`src/rtl/lock_sequencer_if.sv`:
```
// Control/status bundle between the servo controller and a lock_sequencer.
// master drives configuration and inputs; slave is the sequencer itself.
interface lock_sequencer_if #(
    parameter int SIGNAL_SIZE = 25,
    parameter int CNT_W       = 24
);
    logic                          enable;
    logic                          hold_req;
    logic signed [SIGNAL_SIZE-1:0] s_err;
    logic signed [SIGNAL_SIZE-1:0] s_I;
    logic signed [SIGNAL_SIZE-1:0] LL;
    logic signed [SIGNAL_SIZE-1:0] UL;
    logic        [SIGNAL_SIZE-2:0] margin;
    logic        [SIGNAL_SIZE-2:0] err_thresh;
    logic        [SIGNAL_SIZE-2:0] sweep_step;
    logic        [CNT_W-1:0]       N_lock;
    logic        [CNT_W-1:0]       N_rail;
    logic                          on;
    logic                          hold;
    logic                          locked;
    logic signed [SIGNAL_SIZE-1:0] sweep_out;
    logic        [7:0]             relock_count;
    logic        [2:0]             state;

    modport master (
        output enable, hold_req, s_err, s_I, LL, UL, margin, err_thresh,
               sweep_step, N_lock, N_rail,
        input  on, hold, locked, sweep_out, relock_count, state
    );

    modport slave (
        input  enable, hold_req, s_err, s_I, LL, UL, margin, err_thresh,
               sweep_step, N_lock, N_rail,
        output on, hold, locked, sweep_out, relock_count, state
    );
endinterface

```
`src/rtl/lock_sequencer.sv`:
```
// Lock-acquisition / relock controller for one servo integrator: sweeps an
// offset into the capture window, qualifies lock, and clears on rail contact.
//
// state   | meaning
// IDLE    | disabled; integrator off, sweep at 0, direction up
// SWEEP   | integrator off; offset ramps between LL and UL until error in window
// ACQUIRE | integrator on; counting consecutive in-window samples
// LOCKED  | lock declared; hold follows hold_req; watching for rail dwell
// CLEAR   | integrator off for CLR_CYC cycles, then resweep in reverse
module lock_sequencer #(
    parameter int SIGNAL_SIZE = 25,
    parameter int CNT_W       = 24,
    parameter int CLR_CYC     = 4
) (
    input  logic            clk,
    input  logic            rst_n,
    lock_sequencer_if.slave bus
);
    localparam int SW = SIGNAL_SIZE + 1;

    typedef enum logic [2:0] {
        S_IDLE    = 3'd0,
        S_SWEEP   = 3'd1,
        S_ACQUIRE = 3'd2,
        S_LOCKED  = 3'd3,
        S_CLEAR   = 3'd4
    } state_t;

    logic                          r_enable;
    logic signed [SIGNAL_SIZE-1:0] r_s_err;
    logic signed [SIGNAL_SIZE-1:0] r_s_I;
    logic signed [SIGNAL_SIZE-1:0] r_LL;
    logic signed [SIGNAL_SIZE-1:0] r_UL;
    logic        [SIGNAL_SIZE-2:0] r_margin;
    logic        [SIGNAL_SIZE-2:0] r_err_thresh;
    logic        [SIGNAL_SIZE-2:0] r_sweep_step;
    logic        [CNT_W-1:0]       r_N_lock;
    logic        [CNT_W-1:0]       r_N_rail;

    state_t                        r_state;
    logic        [CNT_W-1:0]       r_cnt;
    logic        [CNT_W-1:0]       r_rail_cnt;
    logic signed [SIGNAL_SIZE-1:0] r_sweep;
    logic                          r_dir_up;
    logic        [7:0]             r_relock;
    logic                          r_on;
    logic                          r_hold;
    logic                          r_locked;

    state_t                        w_state_nxt;
    logic        [CNT_W-1:0]       w_cnt_nxt;
    logic        [CNT_W-1:0]       w_rail_nxt;
    logic signed [SIGNAL_SIZE-1:0] w_sweep_nxt;
    logic                          w_dir_nxt;
    logic        [7:0]             w_relock_nxt;
    logic                          w_on_nxt;
    logic                          w_hold_nxt;
    logic                          w_locked_nxt;

    always_ff @(posedge clk or negedge rst_n) begin
        if (!rst_n) begin
            r_enable     <= 1'b0;
            r_s_err      <= '0;
            r_s_I        <= '0;
            r_LL         <= '0;
            r_UL         <= '0;
            r_margin     <= '0;
            r_err_thresh <= '0;
            r_sweep_step <= '0;
            r_N_lock     <= '0;
            r_N_rail     <= '0;
        end else begin
            r_enable     <= bus.enable;
            r_s_err      <= bus.s_err;
            r_s_I        <= bus.s_I;
            r_LL         <= bus.LL;
            r_UL         <= bus.UL;
            r_margin     <= bus.margin;
            r_err_thresh <= bus.err_thresh;
            r_sweep_step <= bus.sweep_step;
            r_N_lock     <= bus.N_lock;
            r_N_rail     <= bus.N_rail;
        end
    end

    // All window/rail arithmetic is one bit wider so nothing wraps.
    logic signed [SW-1:0] w_err_ext;
    logic        [SW-1:0] w_err_abs;
    logic                 w_inwin;
    logic signed [SW-1:0] w_si_ext;
    logic signed [SW-1:0] w_ul_ext;
    logic signed [SW-1:0] w_ll_ext;
    logic signed [SW-1:0] w_margin_ext;
    logic                 w_rail;

    assign w_err_ext    = {r_s_err[SIGNAL_SIZE-1], r_s_err};
    assign w_err_abs    = w_err_ext[SW-1] ? $unsigned(-w_err_ext) : $unsigned(w_err_ext);
    assign w_inwin      = (w_err_abs <= {2'b00, r_err_thresh});
    assign w_si_ext     = {r_s_I[SIGNAL_SIZE-1], r_s_I};
    assign w_ul_ext     = {r_UL[SIGNAL_SIZE-1], r_UL};
    assign w_ll_ext     = {r_LL[SIGNAL_SIZE-1], r_LL};
    assign w_margin_ext = {2'b00, r_margin};
    assign w_rail       = (w_si_ext >= (w_ul_ext - w_margin_ext)) ||
                          (w_si_ext <= (w_ll_ext + w_margin_ext));

    logic signed [SW-1:0]          w_sweep_ext;
    logic signed [SW-1:0]          w_step_ext;
    logic signed [SW-1:0]          w_sum;
    logic signed [SIGNAL_SIZE-1:0] w_sweep_clamp;
    logic                          w_dir_clamp;

    assign w_sweep_ext = {r_sweep[SIGNAL_SIZE-1], r_sweep};
    assign w_step_ext  = {2'b00, r_sweep_step};
    assign w_sum       = r_dir_up ? (w_sweep_ext + w_step_ext) : (w_sweep_ext - w_step_ext);

    always_comb begin
        w_sweep_clamp = w_sum[SIGNAL_SIZE-1:0];
        w_dir_clamp   = r_dir_up;
        if (w_sum >= w_ul_ext) begin
            w_sweep_clamp = r_UL;
            w_dir_clamp   = 1'b0;
        end else if (w_sum <= w_ll_ext) begin
            w_sweep_clamp = r_LL;
            w_dir_clamp   = 1'b1;
        end
    end

    // Dwell limits of zero behave as one.
    logic [CNT_W:0] w_cnt_inc;
    logic [CNT_W:0] w_rail_inc;
    logic [CNT_W:0] w_n_lock_eff;
    logic [CNT_W:0] w_n_rail_eff;
    logic           w_rail_done;
    logic           w_lock_done;

    assign w_cnt_inc    = {1'b0, r_cnt} + 1'b1;
    assign w_rail_inc   = {1'b0, r_rail_cnt} + 1'b1;
    assign w_n_lock_eff = (r_N_lock == '0) ? (CNT_W+1)'(1) : {1'b0, r_N_lock};
    assign w_n_rail_eff = (r_N_rail == '0) ? (CNT_W+1)'(1) : {1'b0, r_N_rail};
    assign w_rail_done  = w_rail && (w_rail_inc >= w_n_rail_eff);
    assign w_lock_done  = w_inwin && (w_cnt_inc >= w_n_lock_eff);

    always_comb begin
        w_state_nxt = r_state;
        w_cnt_nxt   = r_cnt;
        w_rail_nxt  = r_rail_cnt;
        w_sweep_nxt = r_sweep;
        w_dir_nxt   = r_dir_up;
        case (r_state)
            S_IDLE: begin
                w_sweep_nxt = '0;
                w_dir_nxt   = 1'b1;
                if (r_enable) w_state_nxt = S_SWEEP;
            end
            S_SWEEP: begin
                if (w_inwin) begin
                    w_state_nxt = S_ACQUIRE;
                end else begin
                    w_sweep_nxt = w_sweep_clamp;
                    w_dir_nxt   = w_dir_clamp;
                end
            end
            S_ACQUIRE: begin
                w_cnt_nxt  = w_inwin ? w_cnt_inc[CNT_W-1:0] : '0;
                w_rail_nxt = w_rail ? w_rail_inc[CNT_W-1:0] : '0;
                if (w_rail_done)      w_state_nxt = S_CLEAR;
                else if (w_lock_done) w_state_nxt = S_LOCKED;
            end
            S_LOCKED: begin
                w_rail_nxt = w_rail ? w_rail_inc[CNT_W-1:0] : '0;
                if (w_rail_done) w_state_nxt = S_CLEAR;
            end
            S_CLEAR: begin
                w_cnt_nxt = w_cnt_inc[CNT_W-1:0];
                if (w_cnt_inc >= (CNT_W+1)'(CLR_CYC)) begin
                    w_state_nxt = S_SWEEP;
                    w_dir_nxt   = ~r_dir_up;
                end
            end
            default: w_state_nxt = S_IDLE;
        endcase

        if (!r_enable) begin
            w_state_nxt = S_IDLE;
            w_sweep_nxt = '0;
            w_dir_nxt   = 1'b1;
        end
        if (w_state_nxt != r_state) begin
            w_cnt_nxt  = '0;
            w_rail_nxt = '0;
        end

        w_relock_nxt = r_relock;
        if ((w_state_nxt == S_CLEAR) && (r_state != S_CLEAR) && (r_relock != 8'hFF))
            w_relock_nxt = r_relock + 8'd1;

        // hold_req goes straight into the output flop for one cycle of latency.
        w_on_nxt     = (w_state_nxt == S_ACQUIRE) || (w_state_nxt == S_LOCKED);
        w_locked_nxt = (w_state_nxt == S_LOCKED);
        w_hold_nxt   = (w_state_nxt == S_LOCKED) && bus.hold_req;
    end

    always_ff @(posedge clk or negedge rst_n) begin
        if (!rst_n) begin
            r_state    <= S_IDLE;
            r_cnt      <= '0;
            r_rail_cnt <= '0;
            r_sweep    <= '0;
            r_dir_up   <= 1'b1;
            r_relock   <= '0;
            r_on       <= 1'b0;
            r_hold     <= 1'b0;
            r_locked   <= 1'b0;
        end else begin
            r_state    <= w_state_nxt;
            r_cnt      <= w_cnt_nxt;
            r_rail_cnt <= w_rail_nxt;
            r_sweep    <= w_sweep_nxt;
            r_dir_up   <= w_dir_nxt;
            r_relock   <= w_relock_nxt;
            r_on       <= w_on_nxt;
            r_hold     <= w_hold_nxt;
            r_locked   <= w_locked_nxt;
        end
    end

    assign bus.on           = r_on;
    assign bus.hold         = r_hold;
    assign bus.locked       = r_locked;
    assign bus.sweep_out    = r_sweep;
    assign bus.relock_count = r_relock;
    assign bus.state        = r_state;
endmodule

```
`src/flat_wrapper.sv`:
```
// flat-port wrapper written by rule: the top's interface ports become plain ports
module lock_sequencer_flat 
#(
    parameter int SIGNAL_SIZE = 25,
    parameter int CNT_W       = 24,
    parameter int CLR_CYC     = 4
)
  (clk, rst_n, bus_enable, bus_hold_req, bus_s_err, bus_s_I, bus_LL, bus_UL, bus_margin, bus_err_thresh, bus_sweep_step, bus_N_lock, bus_N_rail, bus_on, bus_hold, bus_locked, bus_sweep_out, bus_relock_count, bus_state);
  lock_sequencer_if #(.SIGNAL_SIZE(SIGNAL_SIZE), .CNT_W(CNT_W)) bus_i ();
  input  logic clk;
  input  logic rst_n;
  input wire logic [$bits(bus_i.enable)-1:0] bus_enable;
  input wire logic [$bits(bus_i.hold_req)-1:0] bus_hold_req;
  input wire logic [$bits(bus_i.s_err)-1:0] bus_s_err;
  input wire logic [$bits(bus_i.s_I)-1:0] bus_s_I;
  input wire logic [$bits(bus_i.LL)-1:0] bus_LL;
  input wire logic [$bits(bus_i.UL)-1:0] bus_UL;
  input wire logic [$bits(bus_i.margin)-1:0] bus_margin;
  input wire logic [$bits(bus_i.err_thresh)-1:0] bus_err_thresh;
  input wire logic [$bits(bus_i.sweep_step)-1:0] bus_sweep_step;
  input wire logic [$bits(bus_i.N_lock)-1:0] bus_N_lock;
  input wire logic [$bits(bus_i.N_rail)-1:0] bus_N_rail;
  output wire logic [$bits(bus_i.on)-1:0] bus_on;
  output wire logic [$bits(bus_i.hold)-1:0] bus_hold;
  output wire logic [$bits(bus_i.locked)-1:0] bus_locked;
  output wire logic [$bits(bus_i.sweep_out)-1:0] bus_sweep_out;
  output wire logic [$bits(bus_i.relock_count)-1:0] bus_relock_count;
  output wire logic [$bits(bus_i.state)-1:0] bus_state;
  assign bus_i.enable = bus_enable;
  assign bus_i.hold_req = bus_hold_req;
  assign bus_i.s_err = bus_s_err;
  assign bus_i.s_I = bus_s_I;
  assign bus_i.LL = bus_LL;
  assign bus_i.UL = bus_UL;
  assign bus_i.margin = bus_margin;
  assign bus_i.err_thresh = bus_err_thresh;
  assign bus_i.sweep_step = bus_sweep_step;
  assign bus_i.N_lock = bus_N_lock;
  assign bus_i.N_rail = bus_N_rail;
  assign bus_on = bus_i.on;
  assign bus_hold = bus_i.hold;
  assign bus_locked = bus_i.locked;
  assign bus_sweep_out = bus_i.sweep_out;
  assign bus_relock_count = bus_i.relock_count;
  assign bus_state = bus_i.state;
  lock_sequencer #(.SIGNAL_SIZE(SIGNAL_SIZE), .CNT_W(CNT_W), .CLR_CYC(CLR_CYC)) u_core (.clk(clk), .rst_n(rst_n), .bus(bus_i));
endmodule
```
`config.mk`:
```
export PLATFORM = sky130hd
export DESIGN_NAME = lock_sequencer_flat
export DESIGN_NICKNAME = d
export VERILOG_FILES = /design/src/rtl/lock_sequencer_if.sv /design/src/rtl/lock_sequencer.sv /design/src/flat_wrapper.sv
export SDC_FILE = /design/constraint.sdc
export NUM_CORES = 1
export LEC_CHECK = 0
export CAP_MARGIN = 20
export CORE_ASPECT_RATIO = 2
export CORE_MARGIN = 5
export CORE_UTILIZATION = 51
export DETAILED_ROUTE_END_ITERATION = 10
export HOLD_SLACK_MARGIN = 0.1
export PLACE_DENSITY = 0.82
export SYNTH_ARGS = -nofsm -noshare
export SYNTH_HDL_FRONTEND = slang
export SYNTH_SLANG_ARGS = --single-unit
export TNS_END_PERCENT = 1
```
`constraint.sdc`:
```
create_clock -name clk -period 6.36 [get_ports clk]
set_input_delay 0.636 -clock clk [delete_from_list [all_inputs] [get_ports clk]]
set_output_delay 0.636 -clock clk [all_outputs]
set_load 0.05 [all_outputs]
```
==> results of run 1 <==
## cell families after synthesis
kind of cell / synth area share
AOI/OAI and AO/OA: 0.1758
xor gates and xnor gates: 0.07147
adders and majority gates: 0.1621
buffers and inverters: 0.04654
DFF: 0.3872
muxes: 0.01366
and+or+nand+nor: 0.1432
## Yosys cell counts, drive strengths merged, types with 8 or more instances
| library cell | number | area [um^2] |
|---|---|---|
| a211oi | 27 | 202.7 |
| a21o | 90 | 675.7 |
| a21oi | 133 | 665.6 |
| a22o | 17 | 148.9 |
| a22oi | 33 | 247.7 |
| a31oi | 17 | 106.4 |
| and3 | 17 | 106.4 |
| and4 | 10 | 87.58 |
| buf | 8 | 55.05 |
| clkbuf | 46 | 172.7 |
| dfrtp | 308 | 7707 |
| ha | 254 | 3178 |
| inv | 187 | 701.9 |
| mux2i | 25 | 250.2 |
| nand2 | 103 | 386.6 |
| nand2b | 20 | 125.1 |
| nand3 | 51 | 255.2 |
| nand4 | 45 | 281.5 |
| nor2 | 109 | 409.1 |
| nor2b | 23 | 143.9 |
| nor3 | 71 | 460.4 |
| nor4 | 32 | 252.7 |
| o21a | 26 | 195.2 |
| o21ai | 82 | 410.4 |
| o21bai | 13 | 97.59 |
| o31a | 9 | 78.83 |
| o31ai | 12 | 90.09 |
| or2 | 9 | 56.30 |
| or3 | 16 | 105.1 |
| xnor2 | 105 | 919.6 |
| xor2 | 58 | 508.0 |
## state kept, by name, indices dropped and copies added (netlist names), 24 cells and up
| name | flops |
|---|---|
| u_core.r_s_err | 25 |
| u_core.r_err_thresh | 24 |
| u_core.r_N_rail | 24 |
| u_core.r_LL | 25 |
| u_core.r_s_I | 25 |
| u_core.bus.sweep_out | 25 |
| u_core.r_margin | 24 |
| u_core.r_UL | 25 |
| u_core.r_sweep_step | 24 |
| u_core.r_N_lock | 24 |
| u_core.r_rail_cnt | 24 |
| u_core.r_cnt | 24 |
## metal layers
layer | wire (um) | share of wire | vias to the layer above | track usage
li1 | - | - | 7937 | -
met1 | 19010 | 0.32 | 8130 | 0.2601
met2 | 31830 | 0.53 | 712 | 0.5010
met3 | 3502 | 0.058 | 276 | 0.04216
met4 | 5575 | 0.093 | 0 | 0.2049
met5 | 0 | 0 | - | 0
## area by class of cell
| class | count | share of cell area |
|---|---|---|
| Tap cell | 520 | 0.02668 |
| Multi-Input combinational cell | 1503 | 0.4698 |
| Timing Repair Buffer | 287 | 0.1183 |
| Clock inverter | 17 | 0.005695 |
| Clock buffer | 37 | 0.03355 |
| Inverter | 187 | 0.02878 |
| Sequential cell | 309 | 0.3171 |
| Antenna cell | 1 | 0.0001026 |
## worst paths after layout
check / start / to / slack (ps) / cells after the start
worst max register to register: u_core.r_sweep_step[0] / u_core.bus.sweep_out[22] / 240 / 26
max in group asynchronous: rst_n / u_core.r_sweep_step[19] / 4360 / 3
min in group asynchronous: rst_n / u_core.r_N_rail[22] / 610 / 2
worst min register to register: u_core.bus.relock_count[6] / u_core.bus.relock_count[6] / 530 / 1
worst max-delay path: u_core.r_sweep_step[0] / u_core.bus.sweep_out[22] / 240 / 26
worst min-delay path: bus_s_I[23] / u_core.r_s_I[23] / 480 / 1
## power by group
| part | total (mW) | internal, mW | switching (mW) |
|---|---|---|---|
| Combinational | 2.42 | 1.05 | 1.37 |
| Clock | 1.75 | 0.957 | 0.797 |
| Sequential | 2.20 | 2.06 | 0.133 |
| Total | 6.37 | 4.07 | 2.30 |
## repair_timing
item                                    in CTS  in global routing
gates resized for setup                      1                 21
cloned                                       0                  1
hold buffers                                 1                  0
buffers inserted                             0                  3
pin swaps                                    0                  8
endpoints found under the setup margin       1                 76
hold endpoints to repair                    75                  0
## worst max-delay path: stages, from the launching register on
cell and delay (ps):
dfrtp_1 390, inv_1 60, ha_1 200, nand2b_1 100, nor2_1 50, nor2_1 110, xor2_1 180, ha_1 290
and3_1 190, a221oi_1 600, a21oi_1 210, a21o_1 250, a2111oi_0 430, nor3_1 130, xor2_1 350, ha_1 330
a21o_1 200, a21o_1 180, a21oi_1 170, o21a_1 160, o21bai_1 120, o31ai_1 400, a21oi_4 90, buf_12 180
and3_2 250, nor3b_2 160, a211o_1 230
## per-stage QoR
step / setup slack, ps / utilization
after CTS: 78.11 / 0.6248
final: 244.6 / 0.6286
after floorplan: 30.72 / -
after global placement: 297.4 / 0.5997
after detailed placement: 52.05 / 0.5997
after global routing: -61.77 / 0.6286
==> flow_summary.toml, run 1 <==
[floorplanning]
core_region_area_um2 = 38800
die_h_um = 289.9
row_count = 102
start_util = 0.5148
die_w_um = 149.9
io_pins = 263
die-area_um2 = 43460

[finish]
layout_commonest_cell = "dfrtp_1"
multiInputGateArea_um2 = 11460
n_fill_cell = 3211
final_area_um2 = 24390
stdcell_count = 2861
final_nets = 2799
seqCellArea_um2 = 7734
drive_gt1_frac = 0.06282
syn_to_final_growth_pct = 22.10
final_cell_mix = "dfrtp_1, clkdlybuf4s50_1, ha_1"

[critical_path]
cp.required_ps = 6820
cp-start-kind = "flip-flop"
critPathMaxFanout = 13
arrival_ps = 6570
worst-setup-path-type = "reg -> reg"
end_kind = "flip-flop"

[yosys]
yosysUniqueCellTypes = 76
syn-cell-area_um2 = 19970
syn_avg_cell_area_um2 = 9.729
yosysWarnings = 0
synthFlopType = "dfrtp_1"
syn_inst = 2053
ys_seq_area_frac = 0.3872
synth_edf_count = 0
ys_ff_latch = 309
syn_nets = 2534
synthArstFlopShare = 1.000

[placed_design]
dp_hpwl_um = 46920
place_area_um2 = 23270
place.gp.congestion = 0.9838
dp_cells = 2801
portBuffers = 262

[sta]
fin_skew_ps = 22.60
slew_violations = 0
fmax_mhz = 163.5
setup_viol = 0
hold_ws_ps = 479.6
worstMarginPinSlew_ps = 1051
finalCritPeriodShare = 0.9615
rsz0062_at_grt = "true"
relSlewSlack = 0.2979
hold_viol = 0
finalSetupTns_ps = 0
period_minus_slack_ps = 6115

[pwr]
ir_worst_vdd_uv = 233.2
finalPower_mw = 6.374
p_per_area_nw_per_um2 = 261.4
leakage_nw = 11.56

[clock_network]
cts_tree = "done"
cts_buffer_depth = 3
cts_buffers = 30
clkSlewWorstSetupHoldPaths_ps = 70
clk-insertion-delay-late_ps = 590
cts_root_buf = "clkbuf_16"
cts_htree_levels = 1
clock-sinks = 309

[global_route]
antenna_found_initial = 1
gr-usage-all-layers = 0.2706
grt-ovfl-total = 0
grt_max_degree = 160
grt_pass1_vias = 17970
grt_pass1_wl_um = 92930

[run_status]
outcome = "complete, no violations"

[route]
viasPerCell = 5.961
ant_nets = 0
vias = 17060
routedWlPerCell_um = 20.94
drt-total-wl_um = 59920
dr.pass1.iters = 5
route.detailed.drc = 0
drt-initial-drc-count = 813

[min_path]
hold_class = "in -> reg"

[flow_run]
drv_cap = 0
Note: power is estimated with default switching activity, not from simulation.
==> run 2, diff against run 1 <==
CTS_CLUSTER_DIAMETER = 50   (was default)
PLACE_DENSITY = 0.78   (was 0.82)
==> flow_summary.toml, run 2 (synthesis results as in run 1) <==
[finish]
seqCellArea_um2 = 7734
multiInputGateArea_um2 = 11450
stdcell_count = 2873
syn_to_final_growth_pct = 23.36
drive_gt1_frac = 0.06641
final_cell_mix = "dfrtp_1, clkdlybuf4s50_1, ha_1"
final_nets = 2805
n_fill_cell = 3215
layout_commonest_cell = "dfrtp_1"

[clock_network]
clock-sinks = 309
clk-insertion-delay-late_ps = 540
postCtsHoldBufs = 0
cts_htree_levels = 2
clkSlewWorstSetupHoldPaths_ps = 60
cts_buffers = 34
cts_buffer_depth = 3
cts_tree = "done"
cts_root_buf = "clkbuf_16"

[critical_path]
worst-setup-path-type = "reg -> reg"
crit_path_top_delay_cell = "or4_4"
critPathMaxFanout = 6
cp-start-kind = "flip-flop"
end_kind = "flip-flop"
arrival_ps = 6580
cp.required_ps = 6790
cp_common_cell = "ha_1"
max_stage_delay_ps = 440

[floorplanning]
row_count = 102
die-area_um2 = 43460
io_pins = 263
start_util = 0.5148
die_w_um = 149.9
core_region_area_um2 = 38800
die_h_um = 289.9

[pwr]
leakage_nw = 11.68
p_per_area_nw_per_um2 = 274.5
finalPower_mw = 6.764
ir_worst_vdd_uv = 202.8

[sta]
hold_ws_ps = 122.6
period_minus_slack_ps = 6152
slew_violations = 0
setup_viol = 0
worstMarginPinSlew_ps = 1028
rsz0062_at_grt = "true"
relSlewSlack = 0.3132
fmax_mhz = 162.6
finalSetupTns_ps = 0
fin_skew_ps = 19.65
finalCritPeriodShare = 0.9672
hold_viol = 0

[placed_design]
place.gp.congestion = 0.9714
dp_hpwl_um = 46610
portBuffers = 262
dp_cells = 2803

[route]
vias = 17000
drt-initial-drc-count = 696
viasPerCell = 5.916
route.detailed.drc = 0
dr.pass1.iters = 5
routedWlPerCell_um = 20.65
drt-total-wl_um = 59340
ant_nets = 0

[min_path]
hold_class = "in -> async"

[global_route]
grt_pass1_wl_um = 90720
grt_pass1_vias = 17860
antenna_found_initial = 4
gr-usage-all-layers = 0.2649
grt_max_degree = 97
grt-ovfl-total = 0

[flow_run]
drv_cap = 0

[run_status]
outcome = "complete, no violations"
-- run 2: final cells by class --
cell class,count,share of cell area
clock buffers,45,0.04042
diodes,4,0.0004062
flip-flops and latches,309,0.3139
multi-input cells,1503,0.4645
inverters,187,0.02849
repair buffers,289,0.1174
clock inverters,16,0.008480
well taps,520,0.02641
-- run 2: final timing paths --
path | from | end | slack (ps) | depth (start not counted)
max reg2reg | u_core.r_sweep_step[0] | u_core.bus.sweep_out[13] | 210 | 31
min reg2reg | u_core.bus.relock_count[6] | u_core.bus.relock_count[6] | 520 | 1
max | u_core.r_sweep_step[0] | u_core.bus.sweep_out[13] | 210 | 31
min | rst_n | u_core.r_rail_cnt[13] | 120 | 1
min in group clk | u_core.bus.relock_count[6] | u_core.bus.relock_count[6] | 520 | 1
max in group asynchronous | rst_n | u_core.r_err_thresh[4] | 4740 | 2
-- run 2: stage by stage --
stage	util	instance area (um^2)	setup WS, ps
after global routing	0.6351	24640	-135.6
final	0.6351	24640	208.3
after CTS	0.6305	24460	13.34
after floorplan	-	19980	30.72
after detailed placement	0.5995	23260	56.60
after global placement	0.5995	23260	315.6
-- run 2: routing by layer --
metal,vias up,share of wire,wire [um],track usage
met5,-,0,0,0
met4,0,0.080,4770,0.1861
met3,241,0.053,3134,0.04310
met2,606,0.54,31850,0.4955
met1,8187,0.33,19590,0.2555
li1,7963,-,-,-
-- run 2: what timing repair did --
item	in CTS	in global routing
gates resized for setup	0	26
buffers inserted	0	4
endpoints found under the setup margin	0	75
-- run 2: power breakdown --
group	internal [mW]	switching [mW]	total (mW)
clock	1.25	0.861	2.11
sequential	2.06	0.128	2.19
combinational	1.08	1.38	2.46
total	4.40	2.37	6.76
-- run 2: worst max-delay path, delay by kind of cell (launching register included) --
| family | cells | cell delay, ps |
|---|---|---|
| AOI/OAI and AO/OA | 13 | 2160 |
| and+or+nand+nor | 8 | 1610 |
| adders and majority gates | 3 | 830 |
| buffers and inverters | 4 | 530 |
| DFF | 1 | 410 |
| xor gates and xnor gates | 2 | 310 |
| muxes | 1 | 190 |
